--- config.mk ---
export PLATFORM = sky130hd
export DESIGN_NAME = alu_share_ctrl
export DESIGN_NICKNAME = d
export VERILOG_FILES = /design/src/rtl/alu_share_ctrl.sv
export SDC_FILE = /design/constraint.sdc
export NUM_CORES = 1
export LEC_CHECK = 0
export ABC_AREA = 1
export BUFFER_PORTS_ARGS = -buffer_cell sky130_fd_sc_hd__buf_2
export CORE_ASPECT_RATIO = 1.25
export CORE_MARGIN = 5
export CORE_UTILIZATION = 49
export CTS_CLUSTER_SIZE = 20
export DETAILED_ROUTE_END_ITERATION = 10
export GPL_TIMING_DRIVEN = 0
export MAX_ROUTING_LAYER = met4
export PLACE_DENSITY = 0.86
export SLEW_MARGIN = 0
export SYNTH_ARGS = -nofsm -noshare
export SYNTH_HDL_FRONTEND = slang
export SYNTH_SLANG_ARGS = --single-unit
export TNS_END_PERCENT = 50
--- constraint.sdc ---
create_clock -name clk -period 2.8 [get_ports clk]
set_input_delay 0.56 -clock clk [delete_from_list [all_inputs] [get_ports clk]]
set_output_delay 0.56 -clock clk [all_outputs]
set_load 0.05 [all_outputs]
--- src/rtl/alu_share_ctrl.sv ---
// Two-requester round-robin sequencer for a shared combinational ALU.
// Registers operands and response, and owns the architectural NZCV flags.
module alu_share_ctrl #(
  parameter int unsigned DATA_W    = 32,
  parameter logic [3:0]  FLAGS_RST = 4'b0000
) (
  input  logic              clk,
  input  logic              rst,
  input  logic [1:0]        req_valid,
  output logic [1:0]        req_ready,
  input  logic [3:0]        req_cmd0,
  input  logic [3:0]        req_cmd1,
  input  logic [DATA_W-1:0] req_a0,
  input  logic [DATA_W-1:0] req_a1,
  input  logic [DATA_W-1:0] req_b0,
  input  logic [DATA_W-1:0] req_b1,
  input  logic [1:0]        req_s,
  output logic [1:0]        rsp_valid,
  input  logic [1:0]        rsp_ready,
  output logic [DATA_W-1:0] rsp_result,
  output logic [3:0]        rsp_status,
  output logic [3:0]        flags,
  output logic [DATA_W-1:0] alu_in1,
  output logic [DATA_W-1:0] alu_in2,
  output logic [3:0]        alu_exe_cmd,
  output logic              alu_carry_in,
  input  logic [DATA_W-1:0] alu_result,
  input  logic [3:0]        alu_status,
  output logic              busy
);

  typedef enum logic [1:0] {IDLE, EXEC, RESP} state_e;

  state_e            state_q;
  logic [3:0]        flags_q;
  logic [1:0]        rsp_valid_q;
  logic [DATA_W-1:0] rsp_result_q;
  logic [3:0]        rsp_status_q;
  logic [3:0]        cmd_q;
  logic [DATA_W-1:0] a_q;
  logic [DATA_W-1:0] b_q;
  logic              s_q;
  logic              win_q;
  logic              last_grant_q;

  logic              win_d;
  logic              any_valid;
  logic [3:0]        cmd_d;
  logic [DATA_W-1:0] a_d;
  logic [DATA_W-1:0] b_d;
  logic              s_d;

  // On a tie the requester that was not granted last time wins.
  always_comb begin
    win_d = 1'b0;
    case (req_valid)
      2'b01:   win_d = 1'b0;
      2'b10:   win_d = 1'b1;
      2'b11:   win_d = ~last_grant_q;
      default: win_d = 1'b0;
    endcase
    any_valid = |req_valid;
    cmd_d     = win_d ? req_cmd1 : req_cmd0;
    a_d       = win_d ? req_a1   : req_a0;
    b_d       = win_d ? req_b1   : req_b0;
    s_d       = req_s[win_d];
  end

  always_comb begin
    req_ready = '0;
    if (rst && (state_q == IDLE) && any_valid) begin
      req_ready[win_d] = 1'b1;
    end
  end

  always_ff @(posedge clk or negedge rst) begin
    if (!rst) begin
      state_q      <= IDLE;
      flags_q      <= FLAGS_RST;
      rsp_valid_q  <= '0;
      rsp_result_q <= '0;
      rsp_status_q <= '0;
      cmd_q        <= '0;
      a_q          <= '0;
      b_q          <= '0;
      s_q          <= 1'b0;
      win_q        <= 1'b0;
      last_grant_q <= 1'b1;
    end else begin
      case (state_q)
        IDLE: begin
          if (any_valid) begin
            cmd_q        <= cmd_d;
            a_q          <= a_d;
            b_q          <= b_d;
            s_q          <= s_d;
            win_q        <= win_d;
            last_grant_q <= win_d;
            state_q      <= EXEC;
          end
        end
        EXEC: begin
          rsp_result_q <= alu_result;
          rsp_status_q <= alu_status;
          if (s_q) begin
            flags_q <= alu_status;
          end
          rsp_valid_q <= win_q ? 2'b10 : 2'b01;
          state_q     <= RESP;
        end
        RESP: begin
          if (rsp_ready[win_q]) begin
            rsp_valid_q <= '0;
            state_q     <= IDLE;
          end
        end
        default: state_q <= IDLE;
      endcase
    end
  end

  assign rsp_valid    = rsp_valid_q;
  assign rsp_result   = rsp_result_q;
  assign rsp_status   = rsp_status_q;
  assign flags        = flags_q;
  assign alu_in1      = a_q;
  assign alu_in2      = b_q;
  assign alu_exe_cmd  = cmd_q;
  assign alu_carry_in = flags_q[1];
  assign busy         = (state_q != IDLE);

endmodule
# ---- Word-level counts from Yosys, hierarchy flattened
# Cells that the tools add are included.
dict set report op_classes {
  n_lt_le_gt_ge 3
  eq_ne 6
  muxes 16
  n_bitwise 1
  n_reduce_logical 11
}
# cell count
set ops {}
lappend ops {{two-way mux 32 bit} 2}
lappend ops {{two-way mux 2 bit} 4}
lappend ops {{AND reduction 2 bit} 4}
lappend ops {{== test 2 bit, second input constant} 3}
lappend ops {{one-hot mux 2 bit (3 select lines)} 1}
lappend ops {{two-way mux 1 bit} 5}
lappend ops {{< comparator 1 x 2 -> 1 bit, second input constant} 2}
lappend ops {{two-way mux 4 bit} 1}
lappend ops {{inequality test 2 bit, second input constant} 2}
lappend ops {{one-hot mux 2 bit (2 select lines)} 1}
lappend ops {{nonzero test 2 bit} 2}
lappend ops {{logical AND 1 bit} 3}
lappend ops {{== test 2 x 1 -> 1 bit, second input constant} 1}
lappend ops {{logical NOT 2 bit} 1}
lappend ops {{one-hot mux 1 bit (2 select lines)} 1}
lappend ops {{OR reduction 2 bit} 1}
lappend ops {{demux 1 bit (select 1 bit)} 1}
lappend ops {{greater-or-equal comparator 1 bit, second input constant} 1}
lappend ops {{inverter 1 bit} 1}
dict set report word_totals {
  register_bits 115
  output_inout_bits 114
}

# ---- Logic depth before layout (Yosys ltp)
dict set report logic_depth {
  depth_word 7
  depth_mapped 7
  ltp_nobuf 6
}

# ---- Worst setup path after synthesis
# Ideal clock, no wire load.
dict set report synth_path {
  kind {in2out}
  from {input port req_valid[1]}
  to {output port req_ready[1]}
  arrival_ps 1792
  path_slack_ps 448
  cell_stages 6
  path_buffers 2
  cell_sequence {buf_2 nand2_2 buf_4 inv_1 nand2_1 nor2_1}
}
dict set report synth_via {
  elab_chain_cells 7
}
# item line_no
set synth_rtl {}
lappend synth_rtl {{from (decl)} 9} ;# input logic [1:0] req_valid,
lappend synth_rtl {{== test 2 bit} 56} ;# case (req_valid)
lappend synth_rtl {{one-hot mux 1 bit (2 select lines)} 56}
lappend synth_rtl {{< comparator 1 x 2 -> 1 bit (not written as such) / greater-or-equal comparator 1 bit (equally long branches)} 72} ;# req_ready[win_d] = 1'b1;
lappend synth_rtl {{logical AND 1 bit (not written as such)} 72}
lappend synth_rtl {{two-way mux 1 bit (not written as such)} 72}
lappend synth_rtl {{demux 1 bit (select 1 bit)} 72}
lappend synth_rtl {{two-way mux 2 bit (*)} 71} ;# if (rst && (state_q == IDLE) && any_valid) begin
lappend synth_rtl {{to (decl)} 10} ;# output logic [1:0] req_ready,
# Mark *: on every way between the ends. The rest lies on a longest branch, timed or not.

# ---- Worst setup path after layout
dict set report layout_path {
  from {register last_grant_q}
  to {output port req_ready[0]}
}
dict set report layout_via {
  elab_chain_cells 7
}
# item line_no
set layout_rtl {}
lappend layout_rtl {{from (decl)} 44} ;# logic last_grant_q;
lappend layout_rtl {{from (signal assigned)} 98} ;# last_grant_q <= win_d;
lappend layout_rtl {{inverter 1 bit (*)} 59} ;# 2'b11: win_d = ~last_grant_q;
lappend layout_rtl {{one-hot mux 1 bit (2 select lines) (*)} 56}
lappend layout_rtl {{< comparator 1 x 2 -> 1 bit (not written as such) / greater-or-equal comparator 1 bit (equally long branches)} 72}
lappend layout_rtl {{logical AND 1 bit (not written as such)} 72}
lappend layout_rtl {{two-way mux 1 bit (not written as such)} 72}
lappend layout_rtl {{demux 1 bit (select 1 bit) (*)} 72}
lappend layout_rtl {{two-way mux 2 bit (*)} 71}
# Marks and branches as above.

==> impl_metrics.py <==
metrics = {
    "run_status": {
        "status": "finished clean",
    },
    "power": {
        "switching_share_pct": 52.61,
        "power_mw": 11.35,
        "combPwrFrac_pct": 54.8,
        "power_switching_mw": 5.970,
        "p_clk_share_pct": 19.2,
        "p_leak_nw": 4.734,
        "ir_drop_mv": 0.7499,
        "pwr_density_cell_nw_per_um2": 1436,
        "internal_power_mw": 5.377,
        "share_seq_of_total_power_pct": 26.1,
    },
    "die": {
        "dieHeight_um": 129.9,
        "initial_core_util_pct": 50.36,
        "io-pin-count": 294,
        "dieArea_um2": 13760,
        "core_area_um2": 11190,
        "die_w_um": 105.9,
        "rows": 43,
    },
    "logic_synthesis": {
        "ys_warn_count": 0,
        "yosys_most_used_dff": "dfrtp_1",
        "syn_nets": 902,
        "synth_area_leaders": "dfrtp_1, nand2_1, nand3b_1",
        "synth_top_area_share_pct": 50.62,
        "synthArstFlopShare_pct": 100.0,
        "syn-instance-count": 722,
        "synth_area_um2": 5635,
        "synth_common_cells": "nand2_1, dfrtp_1, inv_1, nand3_1, nand3b_1",
        "ys_ff_latch": 115,
        "synth_area_leader_cell": "dfrtp_1",
        "synth-edff-count": 0,
        "syn_area_per_cell_um2": 7.805,
        "yosysSeqAreaShare_pct": 51.09,
        "yosysMostFrequentCell": "nand2_1",
        "synth_cell_types": 18,
    },
    "drt": {
        "vias": 5916,
        "ant_nets": 0,
        "wirelength_um": 18110,
        "viasPerCell": 4.997,
        "dr.pass1.iters": 5,
        "drc": 0,
        "drt_iter0_markers": 283,
        "post_drt_wl_per_cell_um": 15.29,
    },
    "clock_tree": {
        "cts_tree": "built",
        "clkTransAtPathRegs_ns": 0.05,
        "hold_buffers": 0,
        "clk_latency_ns": 0.41,
        "cts-resized-gates": 0,
        "numCtsBuffers": 17,
        "cts.sinks": 115,
        "cts_setup_buffers": 0,
        "cts_max_level": 4,
        "root_buffer": "clkbuf_16",
        "clockBufferDepth": 2,
    },
    "global_routing": {
        "grt_pass1_vias": 5852,
        "antenna_found_initial": 1,
        "grt-ovfl-total": 0,
        "grt_pass1_wl_um": 28080,
        "grt_usage_pct": 26.81,
        "grt_max_degree": 60,
    },
    "layout": {
        "num-fill-cells": 952,
        "syn_to_final_growth_pct": 40.19,
        "seq_area_um2": 2879,
        "drive_gt1_share_pct": 34.77,
        "multi_input_area_um2": 2218,
        "fin_nets": 1214,
    },
    "sta": {
        "finalCritPeriodShare_pct": 91.44,
        "fmax_mhz": 390.6,
        "whs_ns": 0.1200,
        "hold_viol_final": 0,
        "skew_ns": 0.004565,
        "finalMaxSlewViolations": 0,
        "worstMarginPinSlew_ns": 0.6047,
        "rsz0062_at_grt": "no",
        "min_period_ns": 2.560,
        "setup_viol": 0,
        "relSlewSlack_pct": 59.69,
    },
    "setup_path": {
        "cp.required_ns": 2.24,
        "path_max_fanout": 10,
        "r2r_slack_ns": 1.27,
        "worst_path_most_repeated_cell": "nand2_2",
        "worstSetupPathType": "register to primary output",
        "worst-path-buf-inv": 3,
        "start_kind": "register",
        "cp_slowest_cell": "dfstp_2",
        "r2r_cells": 6,
        "crit_chain": "nand2_2, nand2_2, buf_4, inv_1, nor3_2, buf_2",
        "cp_top_family": "buffers and inverters",
        "cp_data_arrival_time_ns": 2.00,
        "rr_endpoint": "alu_in2[17]",
        "cp-end-kind": "primary output",
        "timing.critical_path.slowest_cell_delay_ns": 0.54,
        "r2r-start": "last_grant_q",
    },
    "flow_run": {
        "drv_cap": 0,
    },
    "hold_path": {
        "worstHoldPathType": "input pin to async pin",
    },
    "placement": {
        "portBuffers": 292,
        "gp_congestion": 0.8843,
        "hpwl_um": 13700,
    },
}
[flip-flops by register name, indices dropped and copies added (netlist names)]
name / count
alu_in1: 32
alu_in2: 32
rsp_result: 32
alu_exe_cmd: 4
flags: 4
rsp_status: 4
rsp_valid: 2
state_q: 2
last_grant_q: 1
s_q: 1
win_q: 1
[layout by cell type (no fill, tap or decap), drive strengths merged]
cell type | synthesis | final
dfstp | 1 | 1
dfrtp | 114 | 114
nor2 | 5 | 5
nor3 | 1 | 1
diode | 0 | 2
bufinv | 0 | 3
inv | 80 | 80
clkbuf | 5 | 27
clkinv | 0 | 6
nand3b | 69 | 69
nand2 | 327 | 327
buf | 39 | 332
clkinvlp | 0 | 1
o21ai | 9 | 9
nand3 | 72 | 72
[power by group through the flow]
stage | sequential, mW | clock (mW) | combinational (mW)
finish | 2.96 | 2.17 | 6.22
global route | 3.07 | 2.25 | 6.64
detailed placement | 2.94 | 0 | 6.24
floorplan | 5.71 | 0 | 1.81
CTS | 2.95 | 2.18 | 6.26
global placement | 2.93 | 0 | 6.12
[per-stage QoR]
| stage | std cells | utilization, % | TNS [ns] | worst slack, ns | cell area [um2] |
|---|---|---|---|---|---|
| after floorplan | 722 | - | 0 | 0.4483 | 5635 |
| after global placement | 1149 | 64.93 | -23.50 | -1.038 | 7266 |
| after detailed placement | 1150 | 65.23 | 0 | 0.2735 | 7300 |
| after CTS | 1182 | 70.55 | 0 | 0.2117 | 7895 |
| after global routing | 1183 | 70.57 | 0 | 0.1309 | 7898 |
| final | 1184 | 70.59 | 0 | 0.2397 | 7900 |
[worst max-delay path by stage]
stage | start | to | slack, ns | depth (start not counted)
after floorplan | req_valid[1] | req_ready[1] | 0.45 | 6
after global placement | rst | req_ready[0] | -1.04 | 4
after detailed placement | rst | req_ready[0] | 0.27 | 5
after CTS | last_grant_q | req_ready[0] | 0.21 | 6
after global routing | last_grant_q | req_ready[0] | 0.13 | 6
final | last_grant_q | req_ready[0] | 0.24 | 6
[worst register-to-register path, stage by stage (launching register included)]
cell     delay [ns]
dfstp_2        0.54
nand2_2        0.14
nand2_2        0.20
buf_2          0.29
nand2_1        0.09
nand3_1        0.08
nand2_1        0.06
[cells by family after synthesis]
family | Yosys count | share of synthesized area, %
AND/OR/NAND/NOR | 474 | 38.57
flip-flops | 115 | 51.09
buffers and inverters | 124 | 9.547
AO/OA/AOI/OAI | 9 | 0.7992
[layout make-up]
| type | instances | area share [%] |
|---|---|---|
| Sequential cell | 115 | 36.44 |
| Inverter | 80 | 3.833 |
| Multi-Input combinational cell | 483 | 28.08 |
| Timing Repair Buffer | 293 | 18.93 |
| Antenna cell | 2 | 0.06335 |
| Tap cell | 135 | 2.138 |
| Buffer | 44 | 2.978 |
| Clock inverter | 10 | 1.663 |
| Clock buffer | 22 | 5.876 |
[routing by layer]
layer | share of wire (%) | vias up | wire [um] | track usage, %
li1 | - | 2846 | - | -
met1 | 38 | 2738 | 6891 | 30.69
met2 | 52 | 280 | 9446 | 46.25
met3 | 6.4 | 52 | 1151 | 4.651
met4 | 3.4 | 0 | 618 | 12.35
met5 | 0 | - | 0 | -
No activity file was read; power rests on OpenSTA's default activity.
